[src/rtl/edge_pkg.sv]
// Shared edge-detection mode encodings and default sizing for multi_edge_detector.
package edge_pkg;

    typedef enum logic [1:0] {
        EDGE_OFF  = 2'b00,
        EDGE_RISE = 2'b01,
        EDGE_FALL = 2'b10,
        EDGE_BOTH = 2'b11
    } edge_mode_e;

    localparam int unsigned DEF_SYNC_STAGES = 2;
    localparam int unsigned DEF_DB_W        = 4;

endpackage

[src/rtl/edge_channel.sv]
// One channel: synchroniser, debounce counter, mode-qualified edge pulse and sticky flag.
module edge_channel
    import edge_pkg::*;
#(
    parameter int unsigned SYNC_STAGES = DEF_SYNC_STAGES,
    parameter int unsigned DB_W        = DEF_DB_W
) (
    input  logic            clock,
    input  logic            reset_n,
    input  logic            data,
    input  logic [1:0]      mode,
    input  logic [DB_W-1:0] db_limit,
    input  logic            clear,
    output logic            edge_next,
    output logic            edge_detect,
    output logic            edge_sticky,
    output logic            level
);

    logic [SYNC_STAGES-1:0] sync_chain;
    logic [DB_W-1:0]        cnt;
    logic                   sync;
    logic                   change;
    logic                   rise_en;
    logic                   fall_en;

    assign sync = sync_chain[SYNC_STAGES-1];

    always_comb begin
        rise_en   = (mode == EDGE_RISE) || (mode == EDGE_BOTH);
        fall_en   = (mode == EDGE_FALL) || (mode == EDGE_BOTH);
        change    = (sync != level) && (cnt >= db_limit);
        edge_next = change && ((sync && rise_en) || (!sync && fall_en));
    end

    always_ff @(posedge clock) begin
        if (!reset_n) begin
            sync_chain  <= '0;
            cnt         <= '0;
            level       <= 1'b0;
            edge_detect <= 1'b0;
            edge_sticky <= 1'b0;
        end else begin
            sync_chain  <= {sync_chain[SYNC_STAGES-2:0], data};
            edge_detect <= edge_next;
            // set takes priority over a simultaneous clear
            edge_sticky <= (edge_sticky & ~clear) | edge_next;
            if (sync == level) begin
                cnt <= '0;
            end else if (change) begin
                level <= sync;
                cnt   <= '0;
            end else begin
                cnt <= cnt + 1'b1;
            end
        end
    end

endmodule

[src/rtl/multi_edge_detector.sv]
// Multi-channel debounced edge detector: WIDTH independent channels plus a registered any_edge.
module multi_edge_detector
    import edge_pkg::*;
#(
    parameter int unsigned WIDTH       = 4,
    parameter int unsigned SYNC_STAGES = DEF_SYNC_STAGES,
    parameter int unsigned DB_W        = DEF_DB_W
) (
    input  logic               clock,
    input  logic               reset_n,
    input  logic [WIDTH-1:0]   data,
    input  logic [2*WIDTH-1:0] mode,
    input  logic [DB_W-1:0]    db_limit,
    input  logic [WIDTH-1:0]   clear,
    output logic [WIDTH-1:0]   edge_detect,
    output logic [WIDTH-1:0]   edge_sticky,
    output logic [WIDTH-1:0]   level,
    output logic               any_edge
);

    logic [WIDTH-1:0] edge_next;

    for (genvar i = 0; i < WIDTH; i++) begin : g_ch
        edge_channel #(
            .SYNC_STAGES (SYNC_STAGES),
            .DB_W        (DB_W)
        ) u_ch (
            .clock       (clock),
            .reset_n     (reset_n),
            .data        (data[i]),
            .mode        (mode[2*i +: 2]),
            .db_limit    (db_limit),
            .clear       (clear[i]),
            .edge_next   (edge_next[i]),
            .edge_detect (edge_detect[i]),
            .edge_sticky (edge_sticky[i]),
            .level       (level[i])
        );
    end

    // registered from the pre-flop pulses so it lines up with edge_detect
    always_ff @(posedge clock) begin
        if (!reset_n) begin
            any_edge <= 1'b0;
        end else begin
            any_edge <= |edge_next;
        end
    end

endmodule

[config.mk]
export PLATFORM = sky130hd
export DESIGN_NAME = multi_edge_detector
export DESIGN_NICKNAME = d
export VERILOG_FILES = /design/src/rtl/edge_pkg.sv /design/src/rtl/edge_channel.sv /design/src/rtl/multi_edge_detector.sv
export SDC_FILE = /design/constraint.sdc
export NUM_CORES = 1
export LEC_CHECK = 0
export ABC_AREA = 1
export BUFFER_PORTS_ARGS = -buffer_cell sky130_fd_sc_hd__buf_2
export CORE_ASPECT_RATIO = 2
export CORE_UTILIZATION = 35
export DETAILED_ROUTE_END_ITERATION = 8
export GPL_ROUTABILITY_DRIVEN = 0
export GPL_TIMING_DRIVEN = 0
export RECOVER_POWER = 50
export SYNTH_ARGS = -nofsm -noshare
export SYNTH_HDL_FRONTEND = slang
export SYNTH_SLANG_ARGS = --single-unit
[constraint.sdc]
create_clock -name clock -period 1.4 [get_ports clock]
set_clock_uncertainty 0.2 [all_clocks]
set_input_delay 0.14 -clock clock [delete_from_list [all_inputs] [get_ports clock]]
set_output_delay 0.14 -clock clock [all_outputs]
set_load 0.01 [all_outputs]
==> results of run 1 <==
## path summary, 6_finish.rpt
check	start	to	slack, ps
max reg2reg	g_ch[2].u_ch.cnt[3]	g_ch[2].u_ch.level	-80
max	g_ch[2].u_ch.cnt[3]	g_ch[2].u_ch.level	-80
min reg2reg	g_ch[1].u_ch.sync_chain[0]	g_ch[1].u_ch.sync_chain[1]	200
min	reset_n	g_ch[2].u_ch.edge_sticky	-7
## flip-flops by register name, summed over array words and instances (netlist names)
name and cells:
g_ch.u_ch.level 4, g_ch.u_ch.cnt 16, g_ch.u_ch.sync_chain 8, any_edge 1, g_ch.u_ch.edge_sticky 4, g_ch.u_ch.edge_detect 4
## critical path, stage by stage (launching register included)
cell and delay (ps):
dfxtp_2 340, ha_4 280, nand2_2 60, inv_2 80, nand2_2 70, nand3_4 100, buf_6 120, nand2_4 40
o21ai_2 50, nor2_1 40
## Yosys cell counts
library cell,count
nand2_1,51
dfxtp_1,37
inv_1,32
nor2_1,21
ha_1,20
buf_4,12
nand3_1,12
inv_2,8
nor2_2,6
nand3_2,5
a21oi_1,4
nand4_1,4
o21ai_1,4
o22ai_1,4
xnor2_1,4
xor2_1,4
a21oi_2,3
buf_2,2
o21ai_0,1
or2_4,1
## what timing repair did
item | CTS | global route
endpoints found under the setup margin | 19 | 28
hold endpoints to repair | 8 | 0
hold buffers | 9 | 0
pin swaps | 12 | 28
setup buffers | 10 | 7
resized for setup | 18 | 31
## logic make-up after synthesis
group           Yosys count  synth area share
flops                    37             0.398
buf+inv                  54             0.135
fa+ha+maj                20             0.135
simple gates            100             0.243
xor+xnor                  8            0.0377
compound gates           16            0.0518
## per-layer routing
metal	part of all wire	GRT usage	up-vias
li1	-	-	855
met1	0.39	0.162	740
met2	0.55	0.264	34
met3	0.041	0.0320	7
met4	0.019	0.0677	0
met5	0	0	-
## metrics by stage
step	hold slack (ps)	TNS (ps)	power, W	setup slack, ps	std cells
2_1_floorplan	37.6	-45.3	0.00130	-15.2	235
3_3_place_gp	120	-5020	0.00138	-310	327
3_5_place_dp	128	-5320	0.00139	-320	327
4_1_cts	3.33	-717	0.00216	-131	354
5_1_grt	7.80	-2230	0.00231	-152	361
6_report	-6.90	-651	0.00220	-82.7	361
## power by group through the flow
stage               combinational [W]  clock (W)  sequential (W)
floorplan                    0.000176          0         0.00113
global route                 0.000392   0.000821         0.00110
detailed placement           0.000256          0         0.00113
CTS                          0.000300   0.000762         0.00110
global placement             0.000251          0         0.00113
finish                       0.000350   0.000751         0.00110
## layout make-up
cell class              instances  share of cell area
clock buffers                   5              0.0247
multi-input cells             144               0.430
repair buffers                 60               0.143
plain buffers                  14              0.0359
inverters                      40              0.0565
clock inverters                 3             0.00628
flip-flops and latches         37               0.277
well taps                      58              0.0260
==> summary.md, run 1 <==
| Metric | Value |
|---|---|
| Mapped Area | `1860 um^2` |
| Clock root cell | `clkbuf_8` |
| Number of global-route vias before repair | `1492` |
| Total grt overflow | `0` |
| Tcrit/Tclk final | `1.06` |
| Total net switching power | `0.000611 W` |
| Placement-stage cell area | `2260 um^2` |
| DR WL/cell | `10.9 um` |
| Starting Density | `0.362` |
| Cell Int Power | `0.00159 W` |
| RSZ-0062 raised after global routing | `true` |
| # setup viols final | `15` |
| Comb power frac | `0.159` |
| Final Instance Area | `2790 um^2` |
| Critical Path Fanout Max | `2` |
| Relative slew margins | `0.737` |
| Top post-synthesis cells by area | `dfxtp_1, ha_1, nand2_1` |
| Worst-margin pin slew | `394 ps` |
| Final #Nets | `344` |
| Top cell type's share of synthesized area | `0.398` |
| Crit path arrival time | `1470 ps` |
| Total CTS buffers | `5` |
| Wirelength, routed | `3950 um` |
| Commonest non-fill, non-tap cell in the layout | `nand2_1` |
| PwrDens | `788 nW/um^2` |
| Die width | `53.5 um` |
| Global-route wire length before repair | `6190 um` |
| Ant diodes | `0` |
| Max cap viols | `0` |
| Drt first pass iters | `4` |
| Port Buffer Count | `34` |
| Final hold vios | `1` |
| CTS clock-pin slew for the worst setup and hold paths | `90 ps` |
| Crit start category | `register` |
| Skew-Pair Late Insertion Delay | `300 ps` |
| Layout cells sized above 1 | `0.498` |
| Switch share | `0.278` |
| Num rows | `37` |
| WP data required | `1380 ps` |
| Clock power frac | `0.342` |
| Number of distinct library cells after synthesis | `20` |
| WHS | `-6.90 ps` |
| Fmax | `674 MHz` |
| FILL cells | `488` |
| Total clock sinks | `37` |
| CTS tree | `yes` |
| Fin util | `0.543` |
| Worst setup margin | `-82.7 ps` |
| Total die area | `5630 um^2` |
| Antenna-violating nets left | `0` |
| Register bit total from synthesis | `37` |
| GR Util All Layers | `0.151` |
| Hold crit path type | `in -> reg` |
| Syn Inst Count | `235` |
| Number of remaining DRC errors | `0` |
| DR vias | `1636` |
| Worst hold stages | `3` |
| Ys Warns | `0` |
| Hpwl dp | `2750 um` |
| Mean Syn Cell Area | `7.91 um^2` |
| H-tree depth | `2` |
| Clk buf depth | `2` |
| Die Span Y | `105 um` |
| Reg area | `773 um^2` |
| Most frequent cells in the layout | `nand2_1, buf_2, inv_1` |
| # IOs | `35` |
| Sequential fraction of design power | `0.499` |
| Period minus WS final | `1480 ps` |
| Core region area | `5140 um^2` |
| Crit end category | `register` |
| Multi-input logic area | `1200 um^2` |
| Antenna violations before repair | `0` |
| Leakage | `1.31 nW` |
| Violated checks | `negative hold slack, negative setup slack` |
| Status | `finished, violations left` |
| Via count normalized by instance count | `4.53` |
| Reg2Reg Depth | `9` |
| Critical Setup Path Class | `reg -> reg` |
| Syn Nets | `277` |
| Peak supply drop | `521 uV` |
| Starting DRC count in detailed routing | `26` |
| Largest net degree at the start of global routing | `13` |
| Seq/Total Area, Yosys | `0.398` |
| Synth area leader | `dfxtp_1` |
| Area grow syn2layout | `50.0%` |
| Final Max Slew Viols | `0` |
Power figures use the tool's default switching activity.
==> run 2: changes to the inputs <==
Settings changed: SYNTH_HIERARCHICAL from default to 1.
Clock period 1.4 ns to 1.5 ns, I/O delays scaled along.
==> run 2 against run 1 <==
Net effect: the flow finishes with violations (negative setup slack); die area is 1.5% higher; worst setup slack better by 68 ps; core utilization is 2.6 points lower; total power is 7.3% lower; area after synthesis is 1.5% higher; final area is 3.9% lower; global-route usage is 0.14 points higher; via count is 3.1% higher; first-iteration DRC count stayed put; non-clock buffer count is 15 lower; routed wire length hardly changed; register-to-register slack better by 70 ps; critical path type unchanged.
==> summary.md, run 2 <==
| Metric | Value |
|---|---|
| CTS clock-pin slew for the worst setup and hold paths | `70 ps` |
| Final Max Slew Viols | `0` |
| Mean Syn Cell Area | `7.58 um^2` |
| Final Instance Area | `2680 um^2` |
| EDFF count, synth | `0` |
| Max cap viols | `0` |
| Tcrit/Tclk final | `1.01` |
| Max reg flops | `16` |
| Most frequent cells in the layout | `inv_1, nand2_1, nor2_1` |
| Number of global-route vias before repair | `1640` |
| Relative slew margins | `0.700` |
| Total CTS buffers | `5` |
| RSZ-0062 raised after global routing | `true` |
| Seq/Total Area, Yosys | `0.392` |
| Switch share | `0.255` |
| PwrDens | `760 nW/um^2` |
| Syn Nets | `291` |
| Fmax | `660 MHz` |
| Total clock sinks | `37` |
| # setup viols final | `4` |
| Total die area | `5710 um^2` |
| CTS tree | `yes` |
| Area grow syn2layout | `41.9%` |
| Non-filler cells, final | `373` |
| Clk buf depth | `2` |
| Mapped Area | `1890 um^2` |
| Critical Setup Path Class | `reg -> reg` |
| Violated checks | `negative setup slack` |
| Starting Density | `0.364` |
| Clock root cell | `clkbuf_8` |
| Ys Warns | `6` |
| FF-to-FF Start | `g_ch[2].u_ch/cnt[0]` |
| Top cell type's share of synthesized area | `0.392` |
| Cell with the most instances after synthesis | `inv_1` |
| Layout cells sized above 1 | `0.362` |
| H-tree depth | `2` |
| Commonest non-fill, non-tap cell in the layout | `inv_1` |
| Synth area leader | `dfxtp_1` |
| Post-synth top flop | `dfxtp_1` |
| Hpwl dp | `2630 um` |
| Via count normalized by instance count | `4.52` |
| Cell Int Power | `0.00152 W` |
| Fin util | `0.517` |
| Crit start category | `register` |
| Antenna-violating nets left | `0` |
| Drt first pass iters | `3` |
| Number of distinct library cells after synthesis | `14` |
| Most instantiated cells after synthesis | `inv_1, nand2_1, nor2_1` |
| Die width | `53.9 um` |
| Total grt overflow | `0` |
| Core region area | `5180 um^2` |
| GR Util All Layers | `0.152` |
| Num rows | `37` |
| FILL cells | `517` |
| Setup crit start | `g_ch[2].u_ch/cnt[0]` |
| Top flop regs | `g_ch.u_ch/cnt (16), g_ch.u_ch/sync_chain (8)` |
| DP Worst Slack | `-182 ps` |
| Crit path arrival time | `1500 ps` |
| Starting DRC count in detailed routing | `26` |
| Skew-Pair Late Insertion Delay | `290 ps` |
| Worst setup margin | `-15.1 ps` |
| Placement-stage cell area | `2130 um^2` |
| Peak supply drop | `604 uV` |
| Sequential fraction of design power | `0.504` |
| Critical Path Fanout Max | `3` |
| Clock power frac | `0.346` |
| Wirelength, routed | `3950 um` |
| Crit end category | `register` |
| Port Buffer Count | `34` |
| Post-placement cell count | `341` |
| Antenna violations before repair | `0` |
| Register bit total from synthesis | `37` |
| Worst hold start | `mode[0]` |
| Top post-synthesis cells by area | `dfxtp_1, ha_1, inv_1` |
| Status | `finished, violations left` |
| Final TNS setup | `-31.4 ps` |
| Final #Nets | `357` |
| Number of remaining DRC errors | `0` |
| Die Span Y | `106 um` |
| Ant diodes | `0` |
| DR vias | `1687` |
| Async SR Flop Fraction | `0` |
| Top reg by flops | `g_ch.u_ch/cnt` |
| Comb power frac | `0.150` |
| Worst-margin pin slew | `450 ps` |
| DR WL/cell | `10.6 um` |
| Syn Inst Count | `249` |
| Period minus WS final | `1520 ps` |
| Largest net degree at the start of global routing | `26` |
| WP data required | `1490 ps` |
| # IOs | `35` |
| Final hold vios | `0` |
| Leakage | `1.43 nW` |
| Hold crit path type | `in -> reg` |
| Global-route wire length before repair | `6320 um` |
| Total net switching power | `0.000520 W` |
==> run 2: power by group through the flow <==
stage	Sequential, W	Combinational (W)	Clock, W
final	0.00103	0.000305	0.000705
after global routing	0.00103	0.000342	0.000793
after CTS	0.00103	0.000265	0.000733
after detailed placement	0.00105	0.000215	0
after global placement	0.00105	0.000211	0
after floorplan	0.00105	0.000133	0
==> run 2: metal layers <==
metal	GRT usage	part of all wire	vias to the layer above
met4	0.0959	0.037	0
met2	0.267	0.56	35
met3	0.0476	0.039	12
li1	-	-	879
met1	0.140	0.36	761
met5	0	0	-
==> run 2: critical path, stage by stage (launching register included) <==
cell and delay, ps:
dfxtp_2 330, inv_1 40, ha_1 260, nand4_1 180
nand3_4 100, nand2_1 90, inv_2 50, nor2_2 120
a21oi_2 60
==> run 2: final cells by class <==
cell class	instances	area (um^2)	share of cell area
Tap cell	58	72.6	0.0271
Inverter	61	229	0.0854
Timing Repair Buffer	59	389	0.145
Multi-Input combinational cell	151	1140	0.426
Sequential cell	37	761	0.284
Clock buffer	7	86.3	0.0322
==> run 2: timing repair <==
item	4_1_cts	5_1_grt
buffers inserted	8	9
hold buffers	8	0
setup endpoints to repair	5	8
endpoints found under the hold margin	8	0
pin swaps	8	18
resized for setup	26	25
==> run 2: stage by stage <==
step	total power, W	hold WS, ps
after CTS	0.00203	18.5
after floorplan	0.00119	43.5
final	0.00204	17.5
after detailed placement	0.00127	135
after global routing	0.00217	47.3
after global placement	0.00126	130
==> run 2: path summary, 6_finish.rpt <==
kind / to / slack, ps / depth (start not counted)
worst max register to register: any_edge / -20 / 8
worst max-delay path: any_edge / -20 / 8
worst min register to register: g_ch[1].u_ch/sync_chain[1] / 210 / 2
worst min-delay path: g_ch[0].u_ch/edge_detect / 20 / 5
==> run 2: logic make-up after synthesis <==
group | count (synthesis) | share of synthesized area
compound gates | 5 | 0.0371
flops | 37 | 0.392
buf+inv | 61 | 0.121
xor+xnor | 8 | 0.0371
simple gates | 118 | 0.280
fa+ha+maj | 20 | 0.133
